## src/rtl/morra_match_driver_if.sv

```systemverilog
// Signal bundle between the Morra match driver (master) and the game / system side (slave).
interface morra_match_driver_if;
    logic        start;
    logic [15:0] seed;
    logic        inizia;
    logic [1:0]  primo;
    logic [1:0]  secondo;
    logic [1:0]  manche;
    logic [1:0]  partita;
    logic        busy;
    logic        done;
    logic [1:0]  result;
    logic        timeout;
    logic [4:0]  rounds;
    logic [4:0]  wins1;
    logic [4:0]  wins2;
    logic [4:0]  draws;

    modport master (
        input  start, seed, manche, partita,
        output inizia, primo, secondo, busy, done, result, timeout, rounds, wins1, wins2, draws
    );

    modport slave (
        output start, seed, manche, partita,
        input  inizia, primo, secondo, busy, done, result, timeout, rounds, wins1, wins2, draws
    );
endinterface

```

## src/rtl/morra_match_driver.sv

```systemverilog
// Player-side driver for the MorraCinese game: LFSR move pairs with the repeat-ban rule,
// end-of-match detection and statistics. Define MORRA_DRV_STATS_EN for win/draw counters.
module morra_match_driver #(
    parameter int unsigned MAX_CYCLES   = 24,
    parameter logic [15:0] DEFAULT_SEED = 16'hACE1
) (
    input logic                  clk,
    input logic                  rst,
    morra_match_driver_if.master bus
);
    localparam int unsigned CntW = $clog2(MAX_CYCLES + 1);

    typedef enum logic [2:0] {StIdle, StInit, StPlay, StDrain, StDone} state_e;

    state_e          state_q, state_d;
    logic [15:0]     lfsr1_q, lfsr1_d, lfsr2_q, lfsr2_d;
    logic [1:0]      last1_q, last1_d, last2_q, last2_d;
    logic [CntW-1:0] cyc_q, cyc_d;
    logic [1:0]      result_q, result_d;
    logic            timeout_q, timeout_d;
    logic [4:0]      rounds_q, rounds_d;
    logic            match_start, sample_ok;
    logic [1:0]      ban1, ban2, move1, move2;

    function automatic logic [15:0] lfsr_next(input logic [15:0] v);
        return {v[14:0], v[15] ^ v[13] ^ v[12] ^ v[10]};
    endfunction

    function automatic logic [15:0] seed_fix(input logic [15:0] v);
        return (v == 16'h0000) ? DEFAULT_SEED : v;
    endfunction

    // Candidate 00 becomes rock; a forbidden candidate rotates 01->10->11->01.
    function automatic logic [1:0] pick(input logic [1:0] raw, input logic [1:0] ban);
        logic [1:0] c;
        c = (raw == 2'b00) ? 2'b01 : raw;
        if (c == ban) begin
            c = (c == 2'b11) ? 2'b01 : c + 2'b01;
        end
        return c;
    endfunction

    function automatic logic [4:0] sat_inc(input logic [4:0] v);
        return (v == 5'd31) ? v : v + 5'd1;
    endfunction

    assign match_start = (state_q == StIdle || state_q == StDone) && bus.start;
    // The first PLAY sample is the game's answer to INIZIA, not to a move pair.
    assign sample_ok   = (state_q == StPlay) && (cyc_q != '0);
    assign ban1        = (sample_ok && bus.manche == 2'b01) ? last1_q : 2'b00;
    assign ban2        = (sample_ok && bus.manche == 2'b10) ? last2_q : 2'b00;
    assign move1       = pick(lfsr1_q[1:0], ban1);
    assign move2       = pick(lfsr2_q[1:0], ban2);

    always_comb begin
        state_d     = state_q;
        lfsr1_d     = lfsr1_q;
        lfsr2_d     = lfsr2_q;
        last1_d     = last1_q;
        last2_d     = last2_q;
        cyc_d       = cyc_q;
        result_d    = result_q;
        timeout_d   = timeout_q;
        rounds_d    = rounds_q;
        bus.inizia  = 1'b0;
        bus.primo   = 2'b00;
        bus.secondo = 2'b00;
        unique case (state_q)
            StIdle, StDone: begin
                if (match_start) begin
                    state_d   = StInit;
                    lfsr1_d   = seed_fix(bus.seed);
                    lfsr2_d   = seed_fix(~bus.seed);
                    last1_d   = 2'b00;
                    last2_d   = 2'b00;
                    cyc_d     = '0;
                    result_d  = 2'b00;
                    timeout_d = 1'b0;
                    rounds_d  = 5'd0;
                end
            end
            StInit: begin
                bus.inizia = 1'b1;
                state_d    = StPlay;
            end
            StPlay: begin
                bus.primo   = move1;
                bus.secondo = move2;
                last1_d     = move1;
                last2_d     = move2;
                lfsr1_d     = lfsr_next(lfsr1_q);
                lfsr2_d     = lfsr_next(lfsr2_q);
                cyc_d       = cyc_q + 1'b1;
                if (sample_ok && bus.manche != 2'b00) begin
                    rounds_d = sat_inc(rounds_q);
                end
                // A finished game takes precedence over the cycle limit.
                if (bus.partita != 2'b00) begin
                    result_d = bus.partita;
                    state_d  = StDrain;
                end else if (cyc_q == CntW'(MAX_CYCLES - 1)) begin
                    result_d  = 2'b00;
                    timeout_d = 1'b1;
                    state_d   = StDrain;
                end
            end
            StDrain: state_d = StDone;
            default: state_d = StIdle;
        endcase
    end

    always_ff @(posedge clk) begin
        if (rst) begin
            state_q   <= StIdle;
            lfsr1_q   <= DEFAULT_SEED;
            lfsr2_q   <= DEFAULT_SEED;
            last1_q   <= 2'b00;
            last2_q   <= 2'b00;
            cyc_q     <= '0;
            result_q  <= 2'b00;
            timeout_q <= 1'b0;
            rounds_q  <= 5'd0;
        end else begin
            state_q   <= state_d;
            lfsr1_q   <= lfsr1_d;
            lfsr2_q   <= lfsr2_d;
            last1_q   <= last1_d;
            last2_q   <= last2_d;
            cyc_q     <= cyc_d;
            result_q  <= result_d;
            timeout_q <= timeout_d;
            rounds_q  <= rounds_d;
        end
    end

    assign bus.busy    = (state_q == StInit) || (state_q == StPlay) || (state_q == StDrain);
    assign bus.done    = (state_q == StDone);
    assign bus.result  = result_q;
    assign bus.timeout = timeout_q;
    assign bus.rounds  = rounds_q;

`ifdef MORRA_DRV_STATS_EN
    logic [4:0] wins1_q, wins1_d, wins2_q, wins2_d, draws_q, draws_d;

    always_comb begin
        wins1_d = wins1_q;
        wins2_d = wins2_q;
        draws_d = draws_q;
        if (match_start) begin
            wins1_d = 5'd0;
            wins2_d = 5'd0;
            draws_d = 5'd0;
        end else if (sample_ok) begin
            unique case (bus.manche)
                2'b01:   wins1_d = sat_inc(wins1_q);
                2'b10:   wins2_d = sat_inc(wins2_q);
                2'b11:   draws_d = sat_inc(draws_q);
                default: ;
            endcase
        end
    end

    always_ff @(posedge clk) begin
        if (rst) begin
            wins1_q <= 5'd0;
            wins2_q <= 5'd0;
            draws_q <= 5'd0;
        end else begin
            wins1_q <= wins1_d;
            wins2_q <= wins2_d;
            draws_q <= draws_d;
        end
    end

    assign bus.wins1 = wins1_q;
    assign bus.wins2 = wins2_q;
    assign bus.draws = draws_q;
`else
    assign bus.wins1 = 5'd0;
    assign bus.wins2 = 5'd0;
    assign bus.draws = 5'd0;
`endif
endmodule

```

## src/flat_wrapper.sv

```systemverilog
// flat-port wrapper written by rule: the top's interface ports become plain ports
module morra_match_driver_flat 
#(
    parameter int unsigned MAX_CYCLES   = 24,
    parameter logic [15:0] DEFAULT_SEED = 16'hACE1
)
  (clk, rst, bus_start, bus_seed, bus_manche, bus_partita, bus_inizia, bus_primo, bus_secondo, bus_busy, bus_done, bus_result, bus_timeout, bus_rounds, bus_wins1, bus_wins2, bus_draws);
  morra_match_driver_if bus_i ();
  input logic clk;
  input logic rst;
  input wire logic [$bits(bus_i.start)-1:0] bus_start;
  input wire logic [$bits(bus_i.seed)-1:0] bus_seed;
  input wire logic [$bits(bus_i.manche)-1:0] bus_manche;
  input wire logic [$bits(bus_i.partita)-1:0] bus_partita;
  output wire logic [$bits(bus_i.inizia)-1:0] bus_inizia;
  output wire logic [$bits(bus_i.primo)-1:0] bus_primo;
  output wire logic [$bits(bus_i.secondo)-1:0] bus_secondo;
  output wire logic [$bits(bus_i.busy)-1:0] bus_busy;
  output wire logic [$bits(bus_i.done)-1:0] bus_done;
  output wire logic [$bits(bus_i.result)-1:0] bus_result;
  output wire logic [$bits(bus_i.timeout)-1:0] bus_timeout;
  output wire logic [$bits(bus_i.rounds)-1:0] bus_rounds;
  output wire logic [$bits(bus_i.wins1)-1:0] bus_wins1;
  output wire logic [$bits(bus_i.wins2)-1:0] bus_wins2;
  output wire logic [$bits(bus_i.draws)-1:0] bus_draws;
  assign bus_i.start = bus_start;
  assign bus_i.seed = bus_seed;
  assign bus_i.manche = bus_manche;
  assign bus_i.partita = bus_partita;
  assign bus_inizia = bus_i.inizia;
  assign bus_primo = bus_i.primo;
  assign bus_secondo = bus_i.secondo;
  assign bus_busy = bus_i.busy;
  assign bus_done = bus_i.done;
  assign bus_result = bus_i.result;
  assign bus_timeout = bus_i.timeout;
  assign bus_rounds = bus_i.rounds;
  assign bus_wins1 = bus_i.wins1;
  assign bus_wins2 = bus_i.wins2;
  assign bus_draws = bus_i.draws;
  morra_match_driver #(.MAX_CYCLES(MAX_CYCLES), .DEFAULT_SEED(DEFAULT_SEED)) u_core (.clk(clk), .rst(rst), .bus(bus_i));
endmodule
```

## config.mk

```make
export PLATFORM = sky130hd
export DESIGN_NAME = morra_match_driver_flat
export DESIGN_NICKNAME = d
export VERILOG_FILES = /design/src/rtl/morra_match_driver_if.sv /design/src/rtl/morra_match_driver.sv /design/src/flat_wrapper.sv
export SDC_FILE = /design/constraint.sdc
export NUM_CORES = 1
export LEC_CHECK = 0
export CAP_MARGIN = 20
export CORE_UTILIZATION = 53
export CTS_BUF_LIST = sky130_fd_sc_hd__clkbuf_2
export CTS_CLUSTER_SIZE = 16
export DETAILED_ROUTE_END_ITERATION = 10
export PLACE_DENSITY_LB_ADDON = 0.1
export RECOVER_POWER = 25
export SETUP_SLACK_MARGIN = 0.3
export SLEW_MARGIN = 40
export SYNTH_ARGS = -nofsm -noshare
export SYNTH_HDL_FRONTEND = slang
export SYNTH_SLANG_ARGS = --single-unit
```

## constraint.sdc

```tcl
create_clock -name clk -period 2.5 [get_ports clk]
set_input_delay 0.5 -clock clk [delete_from_list [all_inputs] [get_ports clk]]
set_output_delay 0.5 -clock clk [all_outputs]
set_load 0.02 [all_outputs]
```

==> results of run 1 <==
-- critical path: cells and delay by family, from the launching register on --
kind            cells  cell delay (ns)
buf+inv             2             0.19
fa+ha+maj           1             0.12
compound gates      2             0.25
flops               1             0.39
simple gates        2             0.68
-- synthesized netlist by cell type, drive strengths merged, types with 8 or more instances --
library cell   n
clkbuf        13
and2          10
o21ai         10
a21oi         16
buf           21
nor2          29
o22ai         11
dfxtp         52
a31oi          9
nand2         27
xnor2          8
nor3          17
-- metrics by stage --
stage	std cells	TNS [ns]	cell area, sq um	utilization (%)	worst slack (ns)
finish	425	-0.138	3250	68.0	-0.0744
global route	425	-0.497	3250	68.0	-0.185
CTS	424	-0.0479	3250	67.9	-0.0377
detailed placement	408	-0.768	3100	64.8	-0.286
global placement	408	-0.649	3100	64.8	-0.212
floorplan	322	0	2720	-	0.438
-- state kept, by name (all words and copies together), names as in the netlist --
name and count:
u_core.lfsr1_q 16, u_core.state_q 3, u_core.last2_q 2, u_core.bus.timeout 1, u_core.lfsr2_q 16, u_core.bus.result 2, u_core.bus.rounds 5, u_core.cyc_q 5
u_core.last1_q 2
-- what timing repair did --
item	in CTS	in global routing
pin swaps	4	2
resized for setup	41	5
endpoints found under the setup margin	7	9
buffers inserted	9	1
-- worst max path at each step --
stage,from,to,slack [ns],depth (start not counted)
6_report,u_core.cyc_q[0],bus_primo[0],-0.07,7
5_1_grt,u_core.cyc_q[0],bus_primo[0],-0.18,7
4_1_cts,u_core.cyc_q[1],bus_secondo[0],-0.04,7
3_5_place_dp,bus_manche[1],bus_primo[0],-0.29,6
3_3_place_gp,bus_manche[0],bus_secondo[0],-0.21,6
2_1_floorplan,u_core.state_q[0],bus_secondo[1],0.44,5
-- area by class of cell --
| cell class | count | area share (%) |
|---|---|---|
| repair buffers | 63 | 17.7 |
| clock inverters | 1 | 0.154 |
| multi-input cells | 233 | 46.2 |
| well taps | 67 | 2.58 |
| flip-flops and latches | 52 | 32.1 |
| clock buffers | 6 | 0.923 |
| inverters | 3 | 0.346 |
-- placed cells by master (no fill, tap or decap), types with 3 or more instances in the layout --
| cell type | instances |
|---|---|
| a21oi_1 | 15 |
| nor2_1 | 29 |
| a31oi_1 | 8 |
| ha_1 | 3 |
| nand3b_1 | 4 |
| a32oi_1 | 3 |
| nand2_1 | 27 |
| nand3_1 | 3 |
| o221ai_1 | 4 |
| clkdlybuf4s50_1 | 29 |
| xnor2_1 | 8 |
| dfxtp_1 | 50 |
| conb_1 | 15 |
| nor3_2 | 3 |
| nand2b_1 | 7 |
| nor4_1 | 4 |
| o21ai_0 | 10 |
| a222oi_1 | 5 |
| nand4_1 | 7 |
| and2_1 | 10 |
| o221a_2 | 3 |
| clkbuf_2 | 8 |
| buf_6 | 10 |
| nor3_1 | 14 |
| o22ai_1 | 11 |
| buf_4 | 17 |
-- cell families (layout without fill, tap and decap cells) --
group                    Yosys count  after routing  synth area share (%)
adder cells (fa/ha/maj)            4              4                  1.88
other                              1             15                 0.141
AO/OA/AOI/OAI                     76             76                  19.9
buffers and inverters             37             73                  8.13
XOR/XNOR                           9              9                  2.96
multiplexers                       2              2                 0.846
flip-flops                        52             52                  39.1
AND/OR/NAND/NOR                  127            127                  27.0
-- power groups by stage --
stage,combinational [mW],sequential [mW],clock (mW)
after floorplan,0.482,1.02,0
after global routing,0.762,1.04,0.365
final,0.698,1.02,0.323
after CTS,0.690,1.02,0.336
after detailed placement,0.663,1.03,0
after global placement,0.655,1.03,0
-- layer usage --
metal	vias up	share of wire (%)
li1	1201	-
met1	1184	49
met2	67	46
met3	8	4.3
met4	0	0.91
met5	-	0
==> impl_metrics.toml, run 1 <==
[placement]
hpwl_um = 4320
place.gp.congestion = 0.851
io_buffers = 37

[layout]
n_fill_cell = 416
area_growth_pct = 22.2
regArea_sq_um = 1040
multiInputGateArea_sq_um = 1500
diodes = 0
final_layout_size_suffix_gt1_share_pct = 17.6
layout.nets = 385

[synthesis]
ys_ff_latch = 52
synthFlopType = "dfxtp_1"
syn_area_per_cell_sq_um = 8.64
syn_area_sq_um = 2660
yosysTopAreaCellShare_pct = 39.1
synth_cell_types = 55
async_flop_share_pct = 0
synth_enable_flop_cells = 0
synth_area_leaders = "dfxtp_1, buf_4, nor2_1"
postSynthCellCount = 308
yosysWarnings = 0
synth_area_leader_cell = "dfxtp_1"
yosysSeqAreaShare_pct = 39.1

[sta]
max_slew_margin_pct = 33.8
hold_viol = 0
rsz0062_at_grt = "yes"
clock_skew_ns = 0.00958
period_needed_ns = 2.57
max_freq_mhz = 388
tightest_slew_ns = 0.993
setup_slack_ns = -0.0744
period_share_pct = 103
slew_violations = 0
finalSetupViolCount = 2
holdWs_ns = 0.489

[worst_setup_path]
r2r_setup_slack_ns = 0.08
critPathArrivalTime_ns = 2.07
crit_slowest_cell = "or4b_4"
cp-end-kind = "output pin"
required_ns = 2.00
cp_max_fo = 4
regToRegStartpoint = "u_core.cyc_q[0]"
crit_path_max_incr_delay_ns = 0.49
cp-start-kind = "flop"
cp_cell_sequence = "inv_2, ha_4, or4b_4, a31oi_2, a21oi_1, and2_1, buf_6"
worst-setup-path-type = "flop to output pin"
rr_endpoint = "u_core.last1_q[0]"
r2r_cells = 14

[min_path]
min_to = "u_core.lfsr1_q[7]"
hp-start = "u_core.lfsr1_q[6]"
min-delay-path-class = "flop to flop"
hold_path_depth = 2

[pwr]
ir_worst_vdd_mv = 0.390
seq_power_share_pct = 50.0
clkPwrFrac_pct = 15.8
p_comb_share_pct = 34.2
p_per_area_nw_per_um2 = 628
p_int_mw = 1.31
switching_share_pct = 36.0
power_mw = 2.04
p_leak_nw = 1.23
net-switching-power_mw = 0.737

[detailed_routing]
dr_total_vias = 2460
drc = 0
ant_nets = 0
via_per_inst = 5.79
wl_per_cell_um = 15.3
drt-total-wl_um = 6480
first_iter_violations = 208
dr.pass1.iters = 7

[global_routing]
grt_max_degree = 48
gr-usage-met3_pct = 4.28
grt_pass1_wl_um = 10800
grt_pass1_vias = 2180
grt_overflow_total = 0
grt.busiest_layer = "met1"
grt_use_total_pct = 26.1
use_met1_pct = 39.5
met2_usage_pct = 38.8
antenna_found_initial = 0

[clocking]
root_buffer = "clkbuf_2"
ctsHoldBuffers = 0
cts_tree = "yes"
cts_max_level = 2
clk_latency_ns = 0.43
clock_sinks = 52
cts_buffer_depth = 2
clkTransAtPathRegs_ns = 0.24
numCtsBuffers = 5

[run_status]
violations = "setup timing"
status = "finished, violations left"

[die]
rows = 25
die_w_um = 72.9
core_area_sq_um = 4790
ios = 53
die_area_sq_um = 5310
initial_core_util_pct = 55.6
fp.dieH_um = 72.9

[job]
drv_cap = 0
No activity file was read; power rests on OpenSTA's default activity.
==> inputs of run 2 (changes only) <==
--- a/config.mk
+++ b/config.mk
@@ -6,6 +6,7 @@
 export NUM_CORES = 1
 export LEC_CHECK = 0
 export CAP_MARGIN = 20
+export CORE_MARGIN = 2
 export CORE_UTILIZATION = 53
 export CTS_BUF_LIST = sky130_fd_sc_hd__clkbuf_2
 export CTS_CLUSTER_SIZE = 16
==> run 2 against run 1 <==
  * Sequential share of layout area is 0.68 points higher
  * Largest cell class unchanged
  * Setup slack better by 0.020 ns
  * The flow still finishes with violations (setup timing)
  * Sequential power hardly changed
  * Critical path depth stayed put
  * First-iteration DRC count is 2.9% lower
  * Total power is 3.2% higher
  * Critical path type unchanged
  * Count of clock-buffer cells in the layout is 1 lower
  * Die area is 5.6% higher
  * Non-clock buffer count is 6 lower
==> impl_metrics.toml, run 2 (synthesis gave the netlist of run 1 again) <==
[clocking]
cts_tree = "yes"
numCtsBuffers = 5
clock_sinks = 52
root_buffer = "clkbuf_2"
clkTransAtPathRegs_ns = 0.25
cts_buffer_depth = 2
ctsHoldBuffers = 0
cts_max_level = 2
clk_latency_ns = 0.44

[sta]
period_needed_ns = 2.55
slew_violations = 0
clock_skew_ns = 0.0272
hold_viol = 0
rsz0062_at_grt = "yes"
max_freq_mhz = 392
period_share_pct = 102
setup_slack_ns = -0.0543
tightest_slew_ns = 0.982
max_slew_margin_pct = 34.6
finalSetupViolCount = 3

[detailed_routing]
dr_total_vias = 2403
via_per_inst = 5.75
dr.pass1.iters = 6
wl_per_cell_um = 14.9
ant_nets = 0
drc = 0
drt-total-wl_um = 6210
first_iter_violations = 202

[worst_setup_path]
cp-start-kind = "flop"
required_ns = 2.00
worst-setup-path-type = "flop to output pin"
cp-end-kind = "output pin"
cp_max_fo = 4
critPathArrivalTime_ns = 2.05

[die]
die_w_um = 74.9
ios = 53
core_area_sq_um = 4790
rows = 25
die_area_sq_um = 5600
fp.dieH_um = 74.9
initial_core_util_pct = 55.6

[placement]
place_ws_ns = -0.251
place.gp.congestion = 0.805
io_buffers = 37
hpwl_um = 4360

[global_routing]
gr-usage-met3_pct = 4.55
antenna_found_initial = 0
met2_usage_pct = 37.4
use_met1_pct = 33.7
grt_pass1_vias = 2201
grt_pass1_wl_um = 10500
grt_max_degree = 48
grt.busiest_layer = "met2"
grt_use_total_pct = 23.9
grt_overflow_total = 0

[run_status]
violations = "setup timing"
status = "finished, violations left"

[min_path]
min-delay-path-class = "flop to flop"

[job]
drv_cap = 0

[layout]
final_util_pct = 66.6
layout_common_cells = "dfxtp_1, nor2_1, clkdlybuf4s50_1"
diodes = 0
reg_top3 = "u_core.lfsr1_q: 16 flops, u_core.lfsr2_q: 16 flops"
regArea_sq_um = 1040
multiInputGateArea_sq_um = 1490
final_common_cell = "dfxtp_1"
final_layout_size_suffix_gt1_share_pct = 16.0
layout.nets = 379
area_growth_pct = 19.7
n_fill_cell = 428

[pwr]
p_leak_nw = 1.20
ir_worst_vdd_mv = 0.407
power_mw = 2.11
p_per_area_nw_per_um2 = 662
==> run 2: metal layers <==
metal | share of wire [%] | wire [um]
met5 | 0 | 0
met4 | 1.4 | 87
met3 | 5.6 | 349
met2 | 45 | 2820
met1 | 47 | 2950
==> run 2: area by class of cell <==
cell class                 instances  area share (%)
sequential                        52            32.8
timing repair buffer              57            15.9
clock buffer                       5           0.786
tap                               67            2.63
inverter                           3           0.353
clock inverter                     1           0.943
multi-input combinational        233            46.7
==> run 2: repair_timing <==
item | 4_1_cts | 5_1_grt
pin swaps | 5 | 2
resized for setup | 32 | 5
buffers inserted | 2 | 1
hold endpoints to repair | 0 | 0
setup endpoints to repair | 7 | 5
==> run 2: power breakdown <==
group	leakage [nW]	internal (mW)	switching (mW)	total (mW)
clock	0.0349	0.159	0.252	0.411
sequential	0.428	0.940	0.0827	1.02
combinational	0.738	0.293	0.384	0.677
==> run 2: final timing paths <==
check                      from              endpoint  slack, ns  cells past startpoint
min          u_core.lfsr1_q[14]    u_core.lfsr1_q[15]       0.50                      2
min reg2reg  u_core.lfsr1_q[14]    u_core.lfsr1_q[15]       0.50                      2
max             u_core.cyc_q[0]          bus_primo[0]      -0.05                      7
max reg2reg   u_core.state_q[2]  u_core.bus.rounds[0]       0.19                      5
==> run 2: metrics by stage <==
stage               instances  area [sq um]  setup TNS (ns)  hold WS (ns)
detailed placement        409          3110          -0.729         0.469
global placement          409          3110          -0.660         0.461
CTS                       417          3200          -0.116         0.494
floorplan                 322          2720               0         0.454
finish                    418          3190          -0.108         0.499
global route              418          3190          -0.476         0.518
==> run 2: worst max-delay path, cell delays in order, from the launching register on <==
cell and delay [ns]:
dfxtp_2 0.39, inv_2 0.06, ha_4 0.12, or4b_4 0.49
a31oi_1 0.19, a21oi_2 0.06, and2_1 0.18, buf_6 0.13
==> inputs of run 3 (changes only) <==
==> constraint.sdc (replaced) <==
create_clock -name clk -period 2.4 [get_ports clk]
set_input_delay 0.48 -clock clk [delete_from_list [all_inputs] [get_ports clk]]
set_output_delay 0.48 -clock clk [all_outputs]
set_load 0.02 [all_outputs]
==> run 3 against run 2 <==
  * The flow still finishes with violations (setup timing)
  * Design area is 1.1% higher
  * Hold slack worse by 0.0056 ns
  * Sequential power is 5% higher
  * Flip-flop and latch count stayed put
  * First-iteration DRC count is 35% lower
  * Setup slack worse by 0.068 ns
  * Total power is 0.68% higher
  * Combinational power is 5.2% higher
  * Clock skew is 0.015 ns lower
  * Global-route usage is 0.62 points higher
  * Clock power is 16% lower
  * Non-clock buffer count is 5 higher
  * Critical path type unchanged
  * Highest routed layer unchanged
==> impl_metrics.toml, run 3 (synthesis gave the netlist of run 1 again) <==
[detailed_routing]
via_per_inst = 5.72
dr_total_vias = 2432
dr.pass1.iters = 4
wl_per_cell_um = 15.5
drc = 0
drt-total-wl_um = 6590
ant_nets = 0
first_iter_violations = 131

[placement]
place_ws_ns = -0.313
place.gp.congestion = 0.847
hpwl_um = 4650
io_buffers = 37
place_inst = 412

[sta]
clock_skew_ns = 0.0119
rsz0062_at_grt = "yes"
period_needed_ns = 2.52
holdWs_ns = 0.493
max_slew_margin_pct = 51.5
max_freq_mhz = 396
tightest_slew_ns = 0.728
tns_ns = -0.280
slew_violations = 0
setup_slack_ns = -0.123
period_share_pct = 105
finalSetupViolCount = 4
hold_viol = 0

[layout]
layout_common_cells = "dfxtp_1, clkdlybuf4s50_1, nor2_1"
reg_top3 = "u_core.lfsr1_q: 16 flops, u_core.lfsr2_q: 16 flops"
area_growth_pct = 21.1
layout.nets = 384
final_layout_size_suffix_gt1_share_pct = 17.6
final_cells = 425
final_common_cell = "dfxtp_1"
diodes = 0

[run_status]
violations = "setup timing"
status = "finished, violations left"

[pwr]
ir_worst_vdd_mv = 0.416
p_per_area_nw_per_um2 = 659
p_leak_nw = 1.21

[worst_setup_path]
cp-end-kind = "output pin"
cp.buffers_inverters = 2
cp-start-kind = "flop"
crit_slowest_cell = "or4b_4"
cp_max_fo = 4
critPathArrivalTime_ns = 2.04
crit_path_max_incr_delay_ns = 0.48
worst-setup-path-type = "flop to output pin"
crit_family = "simple AND/OR/NAND/NOR gates"
cp_cell_sequence = "inv_2, ha_4, or4b_4, a31oi_1, a21oi_1, and2_1, buf_2"
required_ns = 1.92

[clocking]
numCtsBuffers = 5
root_buffer = "clkbuf_2"
clk_latency_ns = 0.45
cts_max_level = 2
cts_tree = "yes"
cts_buffer_depth = 2
clkTransAtPathRegs_ns = 0.24
clock_sinks = 52

[die]
ios = 53
die_area_sq_um = 5600
initial_core_util_pct = 55.6
rows = 25
fp.dieH_um = 74.9
die_w_um = 74.9
core_area_sq_um = 4790

[global_routing]
grt_max_degree = 37
grt_pass1_wl_um = 10700
grt_use_total_pct = 24.6
grt_overflow_total = 0
grt_pass1_vias = 2258
antenna_found_initial = 0

[min_path]
min-delay-path-class = "flop to flop"

[job]
drv_cap = 0
==> run 3: metal layers <==
metal	track usage [%]	wire (um)
met1	33.1	3060
met2	40.4	3150
met3	2.81	295
met4	9.52	98
met5	0	0
==> run 3: final timing paths <==
| check | startpoint | end | slack [ns] | cells past startpoint |
|---|---|---|---|---|
| worst min-delay path | u_core.lfsr1_q[9] | u_core.lfsr1_q[10] | 0.49 | 2 |
| worst max-delay path | u_core.cyc_q[0] | bus_primo[0] | -0.12 | 7 |
| worst min register to register | u_core.lfsr1_q[9] | u_core.lfsr1_q[10] | 0.49 | 2 |
| worst max register to register | u_core.state_q[1] | u_core.lfsr2_q[13] | 0.26 | 6 |
==> run 3: tightest hold or removal path, stage by stage, from the launching register on <==
cell     delay, ns
dfxtp_1       0.37
nand2_1       0.05
a31oi_1       0.06
==> run 3: timing repair <==
| action | in CTS | in global routing |
|---|---|---|
| buffers inserted | 2 | 3 |
| resized for setup | 32 | 12 |
| hold buffers | 0 | 0 |
| pin swaps | 3 | 5 |
| endpoints found under the setup margin | 7 | 15 |
==> run 3: per-stage QoR <==
step           total power, mW  util (%)  area, sq um
2_1_floorplan             1.56         -         2720
3_3_place_gp              1.77      65.2         3120
3_5_place_dp              1.78      65.2         3120
4_1_cts                   2.13      66.7         3190
5_1_grt                   2.25      67.3         3220
6_report                  2.12      67.3         3220
==> run 3: cell type report <==
type	count	area, sq um
repair buffers	62	529
fillers	432	1560
clock buffers	6	30.0
clock inverters	2	11.3
flip-flops and latches	52	1050
multi-input cells	233	1510
well taps	67	83.8
inverters	3	11.3
==> run 3: power by group <==
group	internal (mW)	switching, mW
Clock	0.0724	0.273
Combinational	0.304	0.408
Sequential	0.979	0.0883
Total	1.36	0.769
